[config.mk]
export PLATFORM = sky130hd
export DESIGN_NAME = gsquare_regen_flat
export DESIGN_NICKNAME = d
export VERILOG_FILES = /design/src/rtl/gsquare_regen_if.sv /design/src/rtl/gsquare_regen.sv /design/src/flat_wrapper.sv
export SDC_FILE = /design/constraint.sdc
export NUM_CORES = 1
export LEC_CHECK = 0
export CAP_MARGIN = 20
export CELL_PAD_IN_SITES_DETAIL_PLACEMENT = 1
export CELL_PAD_IN_SITES_GLOBAL_PLACEMENT = 1
export CORE_ASPECT_RATIO = 1.75
export CORE_MARGIN = 5
export CORE_UTILIZATION = 30
export DETAILED_ROUTE_END_ITERATION = 7
export PLACE_DENSITY = 0.58
export SYNTH_ARGS = -nofsm -noshare
export SYNTH_HDL_FRONTEND = slang
export SYNTH_SLANG_ARGS = --single-unit
export TNS_END_PERCENT = 30
[constraint.sdc]
create_clock -name clk -period 2.6 [get_ports clk]
set_input_delay 0.52 -clock clk [delete_from_list [all_inputs] [get_ports clk]]
set_output_delay 0.52 -clock clk [all_outputs]
set_load 0.005 [all_outputs]
[src/rtl/gsquare_regen_if.sv]
// Stream bundle for the unary squarer: advance/restart controls, random word, input bit and result.
// The squarer is the slave; whatever drives the stream and consumes the result is the master.
// There is no ready path: the result is registered and valid for one cycle only, so a consumer must take it as it appears.
interface gsquare_regen_if #(
  parameter int DEP = 5
);
  logic           en;        // stream-advance qualifier
  logic           clr;       // synchronous restart
  logic [DEP-1:0] randNum;   // random word, uncorrelated with in
  logic           in;        // live unary input bit
  logic           out;       // squared unary bit
  logic           outValid;  // out is meaningful this cycle

  modport master (
    output en,
    output clr,
    output randNum,
    output in,
    input  out,
    input  outValid
  );

  modport slave (
    input  en,
    input  clr,
    input  randNum,
    input  in,
    output out,
    output outValid
  );
endinterface

[src/rtl/gsquare_regen.sv]
// Unary squarer: tracks P(in) in a saturating counter, regenerates a decorrelated copy and multiplies it with in.
// Latency: one cycle from in to out; outValid appears only after 2**DEP enabled warm-up cycles.
// No backpressure: en=0 freezes all state and drives outValid low on the following cycle.
// Optional build macro GSQUARE_BIPOLAR_EN selects bipolar coding (XNOR multiply); the default is unipolar (AND).
module gsquare_regen #(
  parameter int DEP = 5
) (
  input  logic            clk,
  input  logic            rst,
  gsquare_regen_if.slave  bus
);

  // Counter midpoint (estimate of p = 0.5), saturation limits and last warm-up count.
  localparam logic [DEP-1:0] CNT_MID   = {1'b1, {(DEP-1){1'b0}}};
  localparam logic [DEP-1:0] CNT_MAX   = {DEP{1'b1}};
  localparam logic [DEP-1:0] CNT_MIN   = {DEP{1'b0}};
  localparam logic [DEP-1:0] WCNT_LAST = {DEP{1'b1}};

  typedef enum logic {
    WARM = 1'b0,
    RUN  = 1'b1
  } state_e;

  state_e         state_q, state_d;
  logic [DEP-1:0] cnt_q,   cnt_d;
  logic [DEP-1:0] wcnt_q,  wcnt_d;
  logic           out_q,   out_d;
  logic           out_valid_q, out_valid_d;

  logic regen;
  logic cnt_inc;
  logic cnt_dec;
  logic prod;

  // Regenerated bit: a fresh Bernoulli draw with the counter's current estimate of P(in).
  always_comb begin
    regen   = (cnt_q > bus.randNum);
    cnt_inc = bus.in & ~regen & (cnt_q != CNT_MAX);
    cnt_dec = ~bus.in & regen & (cnt_q != CNT_MIN);
`ifdef GSQUARE_BIPOLAR_EN
    prod    = ~(bus.in ^ regen);
`else
    prod    = bus.in & regen;
`endif
  end

  // Tracking counter: nudges toward P(in) and saturates at both ends; restart returns it to mid-scale.
  always_comb begin
    cnt_d = cnt_q;
    if (bus.clr) begin
      cnt_d = CNT_MID;
    end else if (bus.en) begin
      if (cnt_inc) begin
        cnt_d = cnt_q + 1'b1;
      end else if (cnt_dec) begin
        cnt_d = cnt_q - 1'b1;
      end
    end
  end

  // Warm-up sequencer: counts 2**DEP enabled cycles in WARM, then stays in RUN until restart.
  always_comb begin
    state_d = state_q;
    wcnt_d  = wcnt_q;
    if (bus.clr) begin
      state_d = WARM;
      wcnt_d  = '0;
    end else if (bus.en) begin
      case (state_q)
        WARM: begin
          if (wcnt_q == WCNT_LAST) begin
            state_d = RUN;
            wcnt_d  = '0;
          end else begin
            wcnt_d  = wcnt_q + 1'b1;
          end
        end
        RUN: begin
          state_d = RUN;
        end
        default: begin
          state_d = WARM;
          wcnt_d  = '0;
        end
      endcase
    end
  end

  // Output stage: product is only meaningful once the estimate has settled and the stream advances.
  always_comb begin
    out_d       = 1'b0;
    out_valid_d = 1'b0;
    if ((state_q == RUN) && bus.en && !bus.clr) begin
      out_d       = prod;
      out_valid_d = 1'b1;
    end
  end

  // State registers with asynchronous reset to the warm-up starting point.
  always_ff @(posedge clk or posedge rst) begin
    if (rst) begin
      state_q     <= WARM;
      cnt_q       <= CNT_MID;
      wcnt_q      <= '0;
      out_q       <= 1'b0;
      out_valid_q <= 1'b0;
    end else begin
      state_q     <= state_d;
      cnt_q       <= cnt_d;
      wcnt_q      <= wcnt_d;
      out_q       <= out_d;
      out_valid_q <= out_valid_d;
    end
  end

  assign bus.out      = out_q;
  assign bus.outValid = out_valid_q;

  // Counter never wraps from the top end to the bottom end or back.
  a_no_wrap_high: assert property (@(posedge clk) disable iff (rst)
    (cnt_q == CNT_MAX) |=> (cnt_q != CNT_MIN));
  a_no_wrap_low: assert property (@(posedge clk) disable iff (rst)
    (cnt_q == CNT_MIN) |=> (cnt_q != CNT_MAX));

  // A valid result is only ever produced from RUN.
  a_valid_from_run: assert property (@(posedge clk) disable iff (rst)
    out_valid_d |-> (state_q == RUN));

  // Frozen stream leaves the estimate and sequencer untouched.
  a_freeze: assert property (@(posedge clk) disable iff (rst)
    (!bus.en && !bus.clr) |=> ($stable(cnt_q) && $stable(wcnt_q) && $stable(state_q)));

endmodule
[src/flat_wrapper.sv]
// flat-port wrapper written by rule: the top's interface ports become plain ports
module gsquare_regen_flat 
#(
  parameter int DEP = 5
)
  (clk, rst, bus_en, bus_clr, bus_randNum, bus_in, bus_out, bus_outValid);
  gsquare_regen_if #(.DEP(DEP)) bus_i ();
  input  logic clk;
  input  logic rst;
  input wire logic [$bits(bus_i.en)-1:0] bus_en;
  input wire logic [$bits(bus_i.clr)-1:0] bus_clr;
  input wire logic [$bits(bus_i.randNum)-1:0] bus_randNum;
  input wire logic [$bits(bus_i.in)-1:0] bus_in;
  output wire logic [$bits(bus_i.out)-1:0] bus_out;
  output wire logic [$bits(bus_i.outValid)-1:0] bus_outValid;
  assign bus_i.en = bus_en;
  assign bus_i.clr = bus_clr;
  assign bus_i.randNum = bus_randNum;
  assign bus_i.in = bus_in;
  assign bus_out = bus_i.out;
  assign bus_outValid = bus_i.outValid;
  gsquare_regen #(.DEP(DEP)) u_core (.clk(clk), .rst(rst), .bus(bus_i));
endmodule
==> results by group <==
Clocking
  – Worst-path clk slew: 0.06 ns
  – Clk sinks: 13
  – H-tree depth: 1
  – # hold bufs at CTS: 0
  – Root buf cell: clkbuf_8
  – CTS tree: done
  – Worst-Skew Late Latency: 0.24 ns
  – Total CTS buffers: 3
  – Clock tree buffer depth: 2

Place
  – DP Worst Slack: -0.7191 ns
  – Detail Placement HPWL: 1858 µm
  – Buffers added on ports: 11
  – Gpl congestion: 0.7498

STA
  – RSZ-0062 raised after global routing: true
  – Period utilization: 107.4%
  – Fin crit period: 2.793 ns
  – Count of final hold-check violations: 0
  – Fin Setup TNS: -0.3508 ns
  – Post-Route Skew: 0.0008521 ns
  – Worst-margin pin slew: 0.5260 ns
  – Final Max Tran Viols: 0
  – Fmax: 358.0 MHz
  – Final setup fails: 3
  – Worst setup margin: -0.1931 ns
  – Slew margin rel.: 64.90%

Final layout
  – Antenna cell count: 0
  – Synth-to-Final Area Change: 41.95%
  – Area of the multi-input gates: 709.4 µm²
  – Register area: 326.6 µm²
  – Fillers: 358
  – Nets@finish: 146
  – Share of post-route cells with drive strength above 1: 34.15%

Power
  – Max IR drop VDD: 471.0 µV
  – Pwr Density: 827.4 nW/µm²
  – Leak: 0.6361 nW

Setup path
  – CP Buf/Inv Count: 0
  – FF-to-FF setup slack: -0.19 ns
  – Critical Path Start Type: flip-flop
  – Worst endpoint required time: 2.77 ns
  – Worst path arrival time: 2.96 ns
  – RR Startpoint: u_core.cnt_q[4]
  – Crit path capture: u_core.cnt_q[4]
  – R2r endpoint: u_core.cnt_q[4]
  – Setup CP Type: reg -> reg
  – CP max FO: 4
  – Worst Setup SP: u_core.cnt_q[4]
  – CP Cell Sequence: ha_4 > a21o_1 > mux2i_4 > a21oi_4 > nand3b_1 > fa_2 > a21o_1 > a21oi_2 > nand4bb_1 > mux2i_1 > mux2i_1
  – Crit path max-delay cell type: dfstp_2
  – R2R cell count: 11
  – Worst path max stage delay: 0.55 ns
  – Crit-path leading delay family: compound AO/OA/AOI/OAI gates
  – Critical path depth in cells: 11
  – Worst setup EP type: flip-flop

Synthesis
  – Synthesized area: 963.4 µm²
  – Sequential share of the synthesized area: 33.90%
  – Asr flop ratio synth: 100.0%
  – Syn Inst Count: 96
  – Post-Synth Simple-Gate Area: 23.38%
  – Synth Area in Adders: 16.36%
  – Synth top cells by count: dfrtp_1 (12), ha_1 (11), nor2_1 (11)
  – Number of synthesized flops with an enable pin: 0
  – Ys flop type: dfrtp_1
  – Syn_nets: 118
  – Synth Area in Compound Gates: 8.571%
  – Cell taking the most area after synthesis: dfrtp_1
  – Yosys cell types: 35
  – Synth top area share: 31.17%
  – Main area contributors after synthesis: dfrtp_1 (31%), ha_1 (14%), mux2i_1 (6.2%)
  – Main combinational cell family by area after synthesis: simple AND/OR/NAND/NOR gates
  – Mux contribution to synthesized area: 12.08%
  – Synthesis-stage register bit count: 13
  – Ys Warns: 0
  – Avg Cell Area, Syn: 10.04 µm²
  – Post-Synth XOR/XNOR Area: 1.818%
  – Count leader, synth: dfrtp_1

Routing
  – Drt total wl: 2361 µm
  – Iter 0 DRT Violations: 12
  – Via/cell ratio: 4.819
  – Routed Antenna Nets: 0
  – DR DRC count: 0
  – Via count: 800
  – TritonRoute pass-1 iters: 2
  – DR WL/cell: 14.22 µm

Run status
  – Violated checks: setup timing
  – Outcome: complete, but fails checks

Global route
  – First-pass GRT wire length: 4188 µm
  – Number of antenna violations at the first check in global routing: 0
  – All-Layer GR Usage: 12.68%
  – Overflow after GRT: 0
  – Vias in the first global route: 928
  – Pin count of the biggest net entering global routing: 14

Floorplanning
  – I/O Pins: 12
  – Num rows: 27
  – Die area: 4489 µm²
  – Starting Density: 31.00%
  – Chip height: 84.97 µm
  – Chip width: 52.84 µm
  – Core Footprint: 3108 µm²

Job
  – Max-Cap Viols: 0

Worst hold path
  – Min-Delay Path Class: reg -> reg
## worst min path at each step
| stage | startpoint | to | slack (ns) | cells after the start |
|---|---|---|---|---|
| 3_3_place_gp | u_core.state_q | u_core.state_q | 0.50 | 2 |
| 5_1_grt | u_core.state_q | u_core.state_q | 0.56 | 2 |
| 6_report | u_core.state_q | u_core.state_q | 0.52 | 2 |
| 4_1_cts | u_core.state_q | u_core.state_q | 0.54 | 2 |
| 2_1_floorplan | rst | u_core.bus.out | 0.40 | 1 |
| 3_5_place_dp | u_core.state_q | u_core.state_q | 0.52 | 2 |
## cells by family (layout without fill, tap and decap cells)
kind of cell,count (synthesis),in the layout
flops,13,13
simple gates,38,38
compound gates,13,13
mux,10,10
fa+ha+maj,12,12
buf+inv,8,35
xor+xnor,2,2
## worst register-to-register path: stages (launching register included)
cell and delay, ns:
dfstp_2 0.55, ha_4 0.21, a21o_1 0.19, mux2i_4 0.18, a21oi_4 0.04, nand3b_1 0.25
fa_2 0.38, a21o_1 0.21, a21oi_2 0.16, nand4bb_1 0.12, mux2i_1 0.18, mux2i_1 0.24
## flip-flops by register name, indices dropped and copies added, names as in the netlist
| signal | cells |
|---|---|
| u_core.bus.out | 1 |
| u_core.bus.outValid | 1 |
| u_core.cnt_q | 5 |
| u_core.wcnt_q | 5 |
| u_core.state_q | 1 |
## metal layers
metal,up-vias,share of wire [%],GRT usage (%)
li1,392,-,-
met1,391,33,12.10
met2,11,62,23.76
met3,6,1.8,1.757
met4,0,3.6,7.907
met5,-,0,0
## stage by stage
step                power [mW]  cells  cell area [µm²]  hold slack (ns)  utilization, %
floorplan               0.6416     96             1001           0.3962               -
global placement        0.8191    159             1232           0.5033           39.65
detailed placement      0.8325    159             1232           0.5226           39.65
CTS                      1.150    166             1368           0.5359           44.00
global route             1.227    166             1368           0.5566           44.00
finish                   1.131    166             1368           0.5238           44.00
## layout make-up
type	count	share of cell area, %
clock buffer	4	3.294
inverter	6	1.647
multi-input combinational	75	51.88
sequential	13	23.88
tap	43	3.934
timing repair buffer	25	15.37
## what timing repair did
item / CTS / global route
pin swaps: 11 / 0
gates cloned: 0 / 0
gates resized for setup: 18 / 0
buffers inserted: 3 / 0
endpoints found under the hold margin: 0 / 0
endpoints found under the setup margin: 3 / 3
## report_power, final
part	total, mW	switching [mW]	internal [mW]
clock network	0.186	0.0777	0.108
logic	0.673	0.301	0.372
registers	0.272	0.0344	0.238
## cell usage in the layout (no fill, tap or decap), drive strengths merged, types with 2 or more instances in the layout
master	instances
mux2	3
clkbuf	4
nor2b	2
nand2b	2
o21ai	3
dlygate4sd2	4
xnor2	2
a21o	2
inv	6
a21oi	7
nor3	2
nor2	12
dfrtp	12
clkdlybuf4s50	6
buf	14
and3	4
and2b	2
nand3	3
ha	11
mux2i	7
nand2	2
Note: power is estimated with default switching activity, not from simulation.
